--- src/rtl/lab2_proc_mem_arb_if.sv ---
// Memory message types and the request/response stream pair used on each
// arbiter port (processor-side fetch/data ports and the shared memory port).
package lab2_proc_mem_arb_pkg;

  typedef struct packed {
    logic [2:0]  msg_type;
    logic [7:0]  opaque;
    logic [31:0] addr;
    logic [1:0]  len;
    logic [31:0] data;
  } mem_req_4B_t;

  typedef struct packed {
    logic [2:0]  msg_type;
    logic [7:0]  opaque;
    logic [1:0]  test;
    logic [1:0]  len;
    logic [31:0] data;
  } mem_resp_4B_t;

endpackage

interface lab2_proc_mem_arb_if;
  import lab2_proc_mem_arb_pkg::*;

  // Handshake: a message moves on a rising clk edge where val && rdy are both
  // high; val never waits on rdy, and msg is meaningful only while val is high.
  mem_req_4B_t  reqstream_msg;
  logic         reqstream_val;
  logic         reqstream_rdy;
  mem_resp_4B_t respstream_msg;
  logic         respstream_val;
  logic         respstream_rdy;

  modport master (
    output reqstream_msg, reqstream_val,
    input  reqstream_rdy,
    input  respstream_msg, respstream_val,
    output respstream_rdy
  );

  modport slave (
    input  reqstream_msg, reqstream_val,
    output reqstream_rdy,
    output respstream_msg, respstream_val,
    input  respstream_rdy
  );

endinterface

--- src/rtl/lab2_proc_mem_arb.sv ---
// Round-robin fetch/data arbiter onto one in-order memory port, with a tracking
// FIFO that routes responses back. LAB2_PROC_MEM_ARB_STATS_EN adds grant/stall counters.
module lab2_proc_mem_arb
  import lab2_proc_mem_arb_pkg::*;
#(
  parameter int p_max_outstanding = 4
) (
  input  logic clk,
  input  logic reset,
  lab2_proc_mem_arb_if.slave  imem,
  lab2_proc_mem_arb_if.slave  dmem,
  lab2_proc_mem_arb_if.master mem
`ifdef LAB2_PROC_MEM_ARB_STATS_EN
  ,
  output logic [31:0] num_imem_grants,
  output logic [31:0] num_dmem_grants,
  output logic [31:0] num_full_stalls
`endif
);

  localparam int PW = (p_max_outstanding > 1) ? $clog2(p_max_outstanding) : 1;
  localparam int CW = PW + 1;
  localparam logic [CW-1:0] MAX_CNT = CW'(p_max_outstanding);

  logic [CW-1:0] count_q, count_d;
  logic [PW-1:0] wptr_q, wptr_d;
  logic [PW-1:0] rptr_q, rptr_d;
  logic          rr_q, rr_d;
  logic          trk_id_q  [p_max_outstanding];
  logic [7:0]    trk_opq_q [p_max_outstanding];

  logic full, empty, any_val, gnt_imem, gnt_dmem;
  logic push, pop, head_id, sel_resp_rdy;
  logic [7:0] push_opq;

  always_comb begin
    full     = (count_q == MAX_CNT);
    empty    = (count_q == '0);
    any_val  = imem.reqstream_val || dmem.reqstream_val;
    // rr_q == 0 favours imem when both ask; a lone requester always wins.
    gnt_imem = imem.reqstream_val && (!dmem.reqstream_val || !rr_q);
    gnt_dmem = dmem.reqstream_val && !gnt_imem;

    // Outputs are forced low while reset is held; full already stalls on its own.
    mem.reqstream_val        = any_val && !full && reset;
    mem.reqstream_msg        = gnt_dmem ? dmem.reqstream_msg : imem.reqstream_msg;
    mem.reqstream_msg.opaque = gnt_dmem ? 8'h01 : 8'h00;
    imem.reqstream_rdy       = gnt_imem && mem.reqstream_rdy && !full && reset;
    dmem.reqstream_rdy       = gnt_dmem && mem.reqstream_rdy && !full && reset;
    push     = mem.reqstream_val && mem.reqstream_rdy;
    push_opq = gnt_dmem ? dmem.reqstream_msg.opaque : imem.reqstream_msg.opaque;

    head_id      = trk_id_q[rptr_q];
    sel_resp_rdy = head_id ? dmem.respstream_rdy : imem.respstream_rdy;
    mem.respstream_rdy        = sel_resp_rdy && !empty;
    imem.respstream_val       = mem.respstream_val && !empty && !head_id;
    dmem.respstream_val       = mem.respstream_val && !empty && head_id;
    imem.respstream_msg       = mem.respstream_msg;
    imem.respstream_msg.opaque = trk_opq_q[rptr_q];
    dmem.respstream_msg       = mem.respstream_msg;
    dmem.respstream_msg.opaque = trk_opq_q[rptr_q];
    pop = mem.respstream_val && mem.respstream_rdy;

    count_d = count_q + CW'(push) - CW'(pop);
    wptr_d  = push ? wptr_q + PW'(1) : wptr_q;
    rptr_d  = pop  ? rptr_q + PW'(1) : rptr_q;
    rr_d    = push ? gnt_imem : rr_q;
  end

  always_ff @(posedge clk or negedge reset) begin
    if (!reset) begin
      count_q <= '0;
      wptr_q  <= '0;
      rptr_q  <= '0;
      rr_q    <= 1'b0;
    end else begin
      count_q <= count_d;
      wptr_q  <= wptr_d;
      rptr_q  <= rptr_d;
      rr_q    <= rr_d;
    end
  end

  // Tracking payload needs no reset: count_q alone says which slots are live.
  always_ff @(posedge clk) begin
    if (push) begin
      trk_id_q[wptr_q]  <= gnt_dmem;
      trk_opq_q[wptr_q] <= push_opq;
    end
  end

`ifdef LAB2_PROC_MEM_ARB_STATS_EN
  logic [31:0] imem_grants_q, imem_grants_d;
  logic [31:0] dmem_grants_q, dmem_grants_d;
  logic [31:0] full_stalls_q, full_stalls_d;

  always_comb begin
    imem_grants_d = imem_grants_q + 32'(push && gnt_imem);
    dmem_grants_d = dmem_grants_q + 32'(push && gnt_dmem);
    full_stalls_d = full_stalls_q + 32'(any_val && full);
  end

  always_ff @(posedge clk or negedge reset) begin
    if (!reset) begin
      imem_grants_q <= '0;
      dmem_grants_q <= '0;
      full_stalls_q <= '0;
    end else begin
      imem_grants_q <= imem_grants_d;
      dmem_grants_q <= dmem_grants_d;
      full_stalls_q <= full_stalls_d;
    end
  end

  assign num_imem_grants = imem_grants_q;
  assign num_dmem_grants = dmem_grants_q;
  assign num_full_stalls = full_stalls_q;
`endif

endmodule

--- src/flat_wrapper.sv ---
// flat-port wrapper written by rule: the top's interface ports become plain ports
module lab2_proc_mem_arb_flat import lab2_proc_mem_arb_pkg::*;
#(
  parameter int p_max_outstanding = 4
)
  (clk, reset, imem_reqstream_msg, imem_reqstream_val, imem_reqstream_rdy, imem_respstream_msg, imem_respstream_val, imem_respstream_rdy, dmem_reqstream_msg, dmem_reqstream_val, dmem_reqstream_rdy, dmem_respstream_msg, dmem_respstream_val, dmem_respstream_rdy, mem_reqstream_msg, mem_reqstream_val, mem_reqstream_rdy, mem_respstream_msg, mem_respstream_val, mem_respstream_rdy);
  lab2_proc_mem_arb_if imem_i ();
  lab2_proc_mem_arb_if dmem_i ();
  lab2_proc_mem_arb_if mem_i ();
  input  logic clk;
  input  logic reset;
  input wire logic [$bits(imem_i.reqstream_msg)-1:0] imem_reqstream_msg;
  input wire logic [$bits(imem_i.reqstream_val)-1:0] imem_reqstream_val;
  output wire logic [$bits(imem_i.reqstream_rdy)-1:0] imem_reqstream_rdy;
  output wire logic [$bits(imem_i.respstream_msg)-1:0] imem_respstream_msg;
  output wire logic [$bits(imem_i.respstream_val)-1:0] imem_respstream_val;
  input wire logic [$bits(imem_i.respstream_rdy)-1:0] imem_respstream_rdy;
  input wire logic [$bits(dmem_i.reqstream_msg)-1:0] dmem_reqstream_msg;
  input wire logic [$bits(dmem_i.reqstream_val)-1:0] dmem_reqstream_val;
  output wire logic [$bits(dmem_i.reqstream_rdy)-1:0] dmem_reqstream_rdy;
  output wire logic [$bits(dmem_i.respstream_msg)-1:0] dmem_respstream_msg;
  output wire logic [$bits(dmem_i.respstream_val)-1:0] dmem_respstream_val;
  input wire logic [$bits(dmem_i.respstream_rdy)-1:0] dmem_respstream_rdy;
  output wire logic [$bits(mem_i.reqstream_msg)-1:0] mem_reqstream_msg;
  output wire logic [$bits(mem_i.reqstream_val)-1:0] mem_reqstream_val;
  input wire logic [$bits(mem_i.reqstream_rdy)-1:0] mem_reqstream_rdy;
  input wire logic [$bits(mem_i.respstream_msg)-1:0] mem_respstream_msg;
  input wire logic [$bits(mem_i.respstream_val)-1:0] mem_respstream_val;
  output wire logic [$bits(mem_i.respstream_rdy)-1:0] mem_respstream_rdy;
  assign imem_i.reqstream_msg = imem_reqstream_msg;
  assign imem_i.reqstream_val = imem_reqstream_val;
  assign imem_reqstream_rdy = imem_i.reqstream_rdy;
  assign imem_respstream_msg = imem_i.respstream_msg;
  assign imem_respstream_val = imem_i.respstream_val;
  assign imem_i.respstream_rdy = imem_respstream_rdy;
  assign dmem_i.reqstream_msg = dmem_reqstream_msg;
  assign dmem_i.reqstream_val = dmem_reqstream_val;
  assign dmem_reqstream_rdy = dmem_i.reqstream_rdy;
  assign dmem_respstream_msg = dmem_i.respstream_msg;
  assign dmem_respstream_val = dmem_i.respstream_val;
  assign dmem_i.respstream_rdy = dmem_respstream_rdy;
  assign mem_reqstream_msg = mem_i.reqstream_msg;
  assign mem_reqstream_val = mem_i.reqstream_val;
  assign mem_i.reqstream_rdy = mem_reqstream_rdy;
  assign mem_i.respstream_msg = mem_respstream_msg;
  assign mem_i.respstream_val = mem_respstream_val;
  assign mem_respstream_rdy = mem_i.respstream_rdy;
  lab2_proc_mem_arb #(.p_max_outstanding(p_max_outstanding)) u_core (.clk(clk), .reset(reset), .imem(imem_i), .dmem(dmem_i), .mem(mem_i));
endmodule
--- config.mk ---
export PLATFORM = sky130hd
export DESIGN_NAME = lab2_proc_mem_arb_flat
export DESIGN_NICKNAME = d
export VERILOG_FILES = /design/src/rtl/lab2_proc_mem_arb_if.sv /design/src/rtl/lab2_proc_mem_arb.sv /design/src/flat_wrapper.sv
export SDC_FILE = /design/constraint.sdc
export NUM_CORES = 1
export LEC_CHECK = 0
export ABC_AREA = 0
export BUFFER_PORTS_ARGS = -buffer_cell sky130_fd_sc_hd__buf_4
export CORE_AREA = 2 2 150 152
export DETAILED_ROUTE_END_ITERATION = 12
export DIE_AREA = 0 0 152 154
export PLACE_DENSITY = 0.55
export SYNTH_ARGS = -nofsm -noshare
export SYNTH_HDL_FRONTEND = slang
export SYNTH_SLANG_ARGS = --single-unit
--- constraint.sdc ---
create_clock -name clk -period 3.17 [get_ports clk]
set_input_delay 0.4755 -clock clk [delete_from_list [all_inputs] [get_ports clk]]
set_output_delay 0.4755 -clock clk [all_outputs]
set_load 0.02 [all_outputs]
* Word-level counts from Yosys, hierarchy flattened *
Memories as Yosys holds them, arrays and structs flattened.
Cells that the tools add are included.

operators by class
  equality and inequality tests = 1
  $add $sub $neg = 4
  order comparisons = 0
  divide/modulo/power cells = 0
  $mul = 0
  bitwise logic cells = 0
  reductions and logical operators = 25
  shift operators = 0
  muxes and demuxes = 6

operator list
  cell                                         number
  two-way mux 77 bit                           1
  logical AND 1 bit                            16
  two-way mux 8 bit                            1
  zero test 1 bit                              6
  adder 2 x 1 -> 2 bit, second input constant  2
  two-way mux 1 bit                            4
  adder 3 x 1 -> 3 bit                         1
  equality test 3 bit, second input constant   1
  zero test 3 bit                              1
  subtractor 3 x 1 -> 3 bit                    1
  logical OR 1 bit                             2

word-level totals
  memory bits (writable) = 36
  output and inout bits = 177
  word-level logic and storage cells = 42
  register bits after elaboration = 8
  bits of input ports = 209
  memory bits (read-only) = 0
  bits in latches = 0
  memories = 2

memories
  memory            depth  width  read ports  clocked after memory_dff  wr ports  RTL line                 text
  u_core.trk_opq_q  4      8      1           0                         1         lab2_proc_mem_arb.sv:30  logic [7:0] trk_opq_q [p_max_outstanding];
  u_core.trk_id_q   4      1      1           0                         1         lab2_proc_mem_arb.sv:29  logic trk_id_q [p_max_outstanding];

* Logic depth before layout (Yosys ltp) *
  depth after elaboration = 8
  depth in mapped cells = 12

* Worst setup path before layout *
No wires, ideal clock.

  path kind = reg-to-reg
  start point = reg u_core.rptr_q[1]
  end point = reg u_core.count_q[2]
  arrival = 2.285 ns
  cell stages (with the launch flop) = 13
  clock period less this slack = 2.411 ns
  buffers on the path = 1
  setup time = 0.125 ns
  slack = 0.759 ns
  required time = 3.045 ns
  cells stage by stage = dfrtp_1 -> buf_6 -> mux2i_1 -> mux2i_1 -> mux2i_1 -> nor2_1 -> ha_1 -> inv_1 -> ha_1 -> inv_1 -> fa_1 -> xnor2_1 -> xnor2_1

on the way
  cells in the longest elaborated chain, start to end = 5

ends and longest elaborated chain
  item                       RTL line                 text
  start: declaration         lab2_proc_mem_arb.sv:27  logic [PW-1:0] rptr_q, rptr_d;
  start signal: assignment   lab2_proc_mem_arb.sv:79  rptr_q <= rptr_d;
  memory read (4 x 1 bit)    --
  two-way mux 1 bit          lab2_proc_mem_arb.sv:54  sel_resp_rdy = head_id ? dmem.respstream_rdy : imem.respstream_rdy;
  logical AND 1 bit          lab2_proc_mem_arb.sv:55  mem.respstream_rdy = sel_resp_rdy && !empty;
  logical AND 1 bit          lab2_proc_mem_arb.sv:62  pop = mem.respstream_val && mem.respstream_rdy;
  net u_core.pop             lab2_proc_mem_arb.sv:33  logic push, pop, head_id, sel_resp_rdy;
  subtractor 3 x 1 -> 3 bit  lab2_proc_mem_arb.sv:64  count_d = count_q + CW'(push) - CW'(pop);
  net u_core.count_d[2]      lab2_proc_mem_arb.sv:25  logic [CW-1:0] count_q, count_d;
  end signal: assignment     lab2_proc_mem_arb.sv:77  count_q <= count_d;
  end: declaration           lab2_proc_mem_arb.sv:25

The timed path passes the listed nets, and every way through them passes these cells.
A chain may end at the register's enable or synchronous reset.

* Worst setup path after layout *
  start point = reg u_core.rr_q
  end point = out mem_reqstream_msg[6]

on the way
  cells in the longest elaborated chain, start to end = 6

ends and longest elaborated chain
  item                      RTL line                 text
  start: declaration        lab2_proc_mem_arb.sv:28  logic rr_q, rr_d;
  start signal: assignment  lab2_proc_mem_arb.sv:80  rr_q <= rr_d;
  zero test 1 bit           lab2_proc_mem_arb.sv:41  gnt_imem = imem.reqstream_val && (!dmem.reqstream_val || !rr_q);
  logical OR 1 bit          lab2_proc_mem_arb.sv:41
  logical AND 1 bit         lab2_proc_mem_arb.sv:41
  zero test 1 bit           lab2_proc_mem_arb.sv:42  gnt_dmem = dmem.reqstream_val && !gnt_imem;
  logical AND 1 bit         lab2_proc_mem_arb.sv:42
  two-way mux 77 bit        lab2_proc_mem_arb.sv:46  mem.reqstream_msg = gnt_dmem ? dmem.reqstream_msg : imem.reqstream_msg;
  end: declaration          flat_wrapper.sv:24       output wire logic [$bits(mem_i.reqstream_msg)-1:0] mem_reqstream_msg;

Every way passes these cells.

==> results by stage <==
Status:
- The run finished with clean final reports.

Logic synthesis:
- By count the netlist is led by buf_4 (96), mux2_2 (77), edfxtp_1 (36).
- Among all flip-flop cells after synthesis, the most frequent one is edfxtp_1.
- In the post-synthesis netlist, the biggest area contributors are edfxtp_1 (31%), mux2_2 (25%), buf_4 (21%), dfrtp_1 (5.7%), mux4_2 (5.1%).
- In this run the biggest area consumer among cell types represents between 30 and 40% of the synthesized area.
- Sequential cells were found to cover around 37% of the synthesized design area.
- The most repeated cell in the gate-level netlist after synthesis is buf_4.
- In this run, synthesis inferred 36 flip-flops with an integrated enable.
- For this run, the number of Yosys warnings is 0.
- The synthesized netlist contains 29 unique library cells.
- The post-synthesis instance area is 0.00350 mm².
- The average instance in the mapped netlist occupies around 12 µm².
- Counting flops with an async set or reset pin after synthesis yields a share of about 18%.
- Counting flops and latches in the post-synthesis netlist gives 44.
- The biggest area consumer among synthesized cells is edfxtp_1.
- The post-synthesis instance total is 285.

GRT:
- The global-route usage over all layers is around 9.6%.
- The via count of the first global-routing pass is slightly below 3000.
- The first-pass GRT wire length is roughly 17000 µm.
- The number of antenna violations at the first check in global routing came to 0.
- The aggregate global routing overflow is 0.
- Entering global routing, the biggest net connects 29 pins.

Finish:
- Of the cells placed in the final design, the portion with a size suffix greater than 1 is between 70% and 80%.
- The finished cells cover 0.00528 mm².
- The count of filler cells inserted in the layout is around 2300.
- In the final layout, flip-flops and latches occupy roughly 0.0013 mm².
- For this run, the share of the core covered by cells in the final layout is between 20% and 30%.
- Leaving out filler cells and counting taps, the final layout contains about 740.
- The net count of the finished layout is roughly 670.
- The antenna diode count is 0.
- The multi-input gate area in the final layout is ~0.0014 mm².
- The signed area change from the synthesized netlist to the final layout is 50.8%.

Power and ir drop:
- In this run the power density over the cells is 593 mW/mm².
- The design internal power is about 2000 µW.
- Per report_power, the combinational group accounts for roughly 55% of the total.
- In this run the static leakage power is 0.00236 µW.
- The worst-case IR drop observed on VDD is between 0.2 and 0.25 mV.
- Net switching is 36.9% of the power.
- The clock network is responsible for ~19% of the overall power.
- The post-layout total power is 3130 µW.
- The share of total power dissipated in sequential elements is 25.7%.
- For this design the total switching power over the nets is 1150 µW.

Worst setup path:
- The worst endpoint data arrival time is ~2 ns.
- The worst setup path is of the reg -> out kind.
- The category of the worst setup path capture point is an output pin.
- The critical path goes through o21ai_4 -> buf_12 -> mux2_2 -> buf_4.
- STA classifies the critical path startpoint as a flip-flop.
- The worst path required time is around 2.7 ns.
- The slowest stage of the critical path is the o21ai_4 cell.
- The largest stage delay on the critical path is roughly 0.47 ns.
- The setup check on the worst reg-to-reg path leaves a slack of roughly 0.65 ns.
- The largest fanout on the critical path is 28.

Placed design:
- The post-detailed-placement cell area is 0.00511 mm².
- The number of instances in the placed design is between 700 and 800.
- The congestion estimate from routability-driven global placement came to around 0.74.
- The total of buffers placed on input and output ports is 253.
- The half-perimeter wire length of the detailed placement result is approximately 10000 µm.

STA:
- Timing would allow up to between 300 and 400 MHz.
- The worst pin sits at a relative slew slack of between 60 and 70%.
- The final hold violation count was 0.
- The slew at the pin closest to its max-slew limit is between 0.5 and 0.6 ns.
- The smallest clock period supported by the final layout is computed as between 2 and 3 ns.
- Setup repair after global routing left no endpoint under its margin.
- The post-route clock skew is 0.0114 ns.
- The final-report max-slew violation count is 0.
- The final period utilization is between 70% and 80%.
- The final setup TNS is 0 ns.
- The total setup violations reported at the end of the flow is 0.

Clock tree:
- The clock-pin slew of the registers on the worst-case setup and hold paths is 0.07 ns.
- The clock tree from TritonCTS is done.
- No sink is reached through more buffers than the 2 on the longest clock path.
- The number of buffers created by CTS is 5.
- The tree built by TritonCTS fans out to 44 sinks.
- CTS placed an instance of clkbuf_16 at the clock tree root.
- The later-pin clock latency in the skew report is 0.29 ns.
- The H-tree generated during clock tree synthesis spans 2 levels.
- The count of instances resized after the clock tree is built is 0.
- In this run, post-CTS hold repair placed 0 buffers.
- Buffers added to address setup during post-CTS repair amount to 0.

Floorplanning:
- The height of the die is ~150 µm.
- The floorplan die area is 0.0234 mm².
- The effective utilization at floorplan is 16.1%.
- The area of the core is 0.0217 mm².
- The die is 152 µm wide.
- The top-level port count is about 390.
- The number of rows created at floorplan is 54.

Flow run:
- The tool flagged a number of max-cap violations equal to 0.

Route:
- The first detailed-routing pass ran for 4 iterations.
- In the final routed layout, each cell accounts on average for 16.0 µm.
- After detailed routing, the number of remaining DRC violations is 0.
- The initial detailed-routing violation count is between 70 and 80.
- Using the TritonRoute via totals, the vias-per-cell ratio works out to 3.61.
- The total via count in the routed design is 2660.
- The number of routed nets with antenna violations is 0.
- The total length of routed wires is approximately 12000 µm.

Worst hold path:
- In this run the worst hold path is classified as in -> async.
[sequential cells by signal, summed over array words and instances, names as in the netlist]
signal and count:
u_core.trk_opq_q 32, u_core.trk_id_q 4, u_core.wptr_q 2, u_core.rr_q 1, u_core.rptr_q 2, u_core.count_q 3
[worst max-delay path: cells and delay by family, from the launching register on]
kind	cells	cell delay (ns)
AOI/OAI and AO/OA	1	0.47
buffers and inverters	2	0.43
DFF	1	0.44
muxes	1	0.39
[cell type report]
cell class,instances,area share (%)
inverters,9,0.640
well taps,280,6.64
multi-input cells,134,27.5
repair buffers,262,37.7
flip-flops and latches,44,24.3
clock inverters,3,0.877
clock buffers,5,2.37
[cell usage in the layout, fill, tap and decap left out, drive strengths merged, types with 2 or more instances in the layout]
cell | netlist | routed
o21ai | 3 | 3
mux2 | 78 | 78
o31ai | 2 | 2
xnor2 | 3 | 3
clkbuf | 0 | 5
mux2i | 6 | 6
mux4 | 8 | 8
buf | 104 | 262
edfxtp | 36 | 36
conb | 1 | 7
ha | 6 | 6
and2 | 4 | 4
nor2 | 7 | 7
dfrtp | 8 | 8
inv | 9 | 10
[through the flow]
step                worst slack, ns  hold WS, ns
floorplan                     0.759        0.180
global route                  0.399       0.0223
detailed placement            0.649        0.341
CTS                           0.597       0.0208
finish                        0.638       0.0258
global placement              0.642        0.341
[layer usage]
metal	up-vias	wire (µm)	track usage, %
met5	-	64	3.11
met4	2	71	1.65
met3	9	1400	5.02
met2	190	5780	16.0
met1	1215	4460	10.9
li1	1244	-	-
[path summary, 6_finish.rpt]
check | from | cells past startpoint | end
setup / recovery | u_core.rr_q$_DFFE_PN0P_ | 4 | mem_reqstream_msg[6]
setup reg to reg | u_core.rptr_q[1]$_DFFE_PN0P_ | 11 | u_core.count_q[2]$_DFF_PN0_
hold reg to reg | u_core.rptr_q[1]$_DFFE_PN0P_ | 1 | u_core.rptr_q[1]$_DFFE_PN0P_
max in group asynchronous | reset | 1 | u_core.count_q[1]$_DFF_PN0_
hold / removal | reset | 1 | u_core.count_q[2]$_DFF_PN0_
min in group clk | mem_reqstream_rdy | 3 | u_core.rr_q$_DFFE_PN0P_
[power groups by stage]
| stage | Clock (µW) | Sequential [µW] | Combinational (µW) |
|---|---|---|---|
| 6_report | 606 | 803 | 1720 |
| 5_1_grt | 653 | 815 | 1850 |
| 4_1_cts | 632 | 804 | 1750 |
| 3_5_place_dp | 0 | 815 | 1750 |
| 3_3_place_gp | 0 | 815 | 1750 |
| 2_1_floorplan | 0 | 798 | 1250 |
[cell families (layout without fill, tap and decap cells)]
kind of cell	Yosys count	count (layout)	synth area share [%]
flops	44	44	36.6
mux	92	92	32.1
fa+ha+maj	7	7	2.72
buf+inv	113	279	22.9
other cells	1	7	0.107
xor+xnor	4	4	1.00
simple gates	18	18	3.47
compound gates	6	6	1.18
Note: power is estimated with default switching activity, not from simulation.
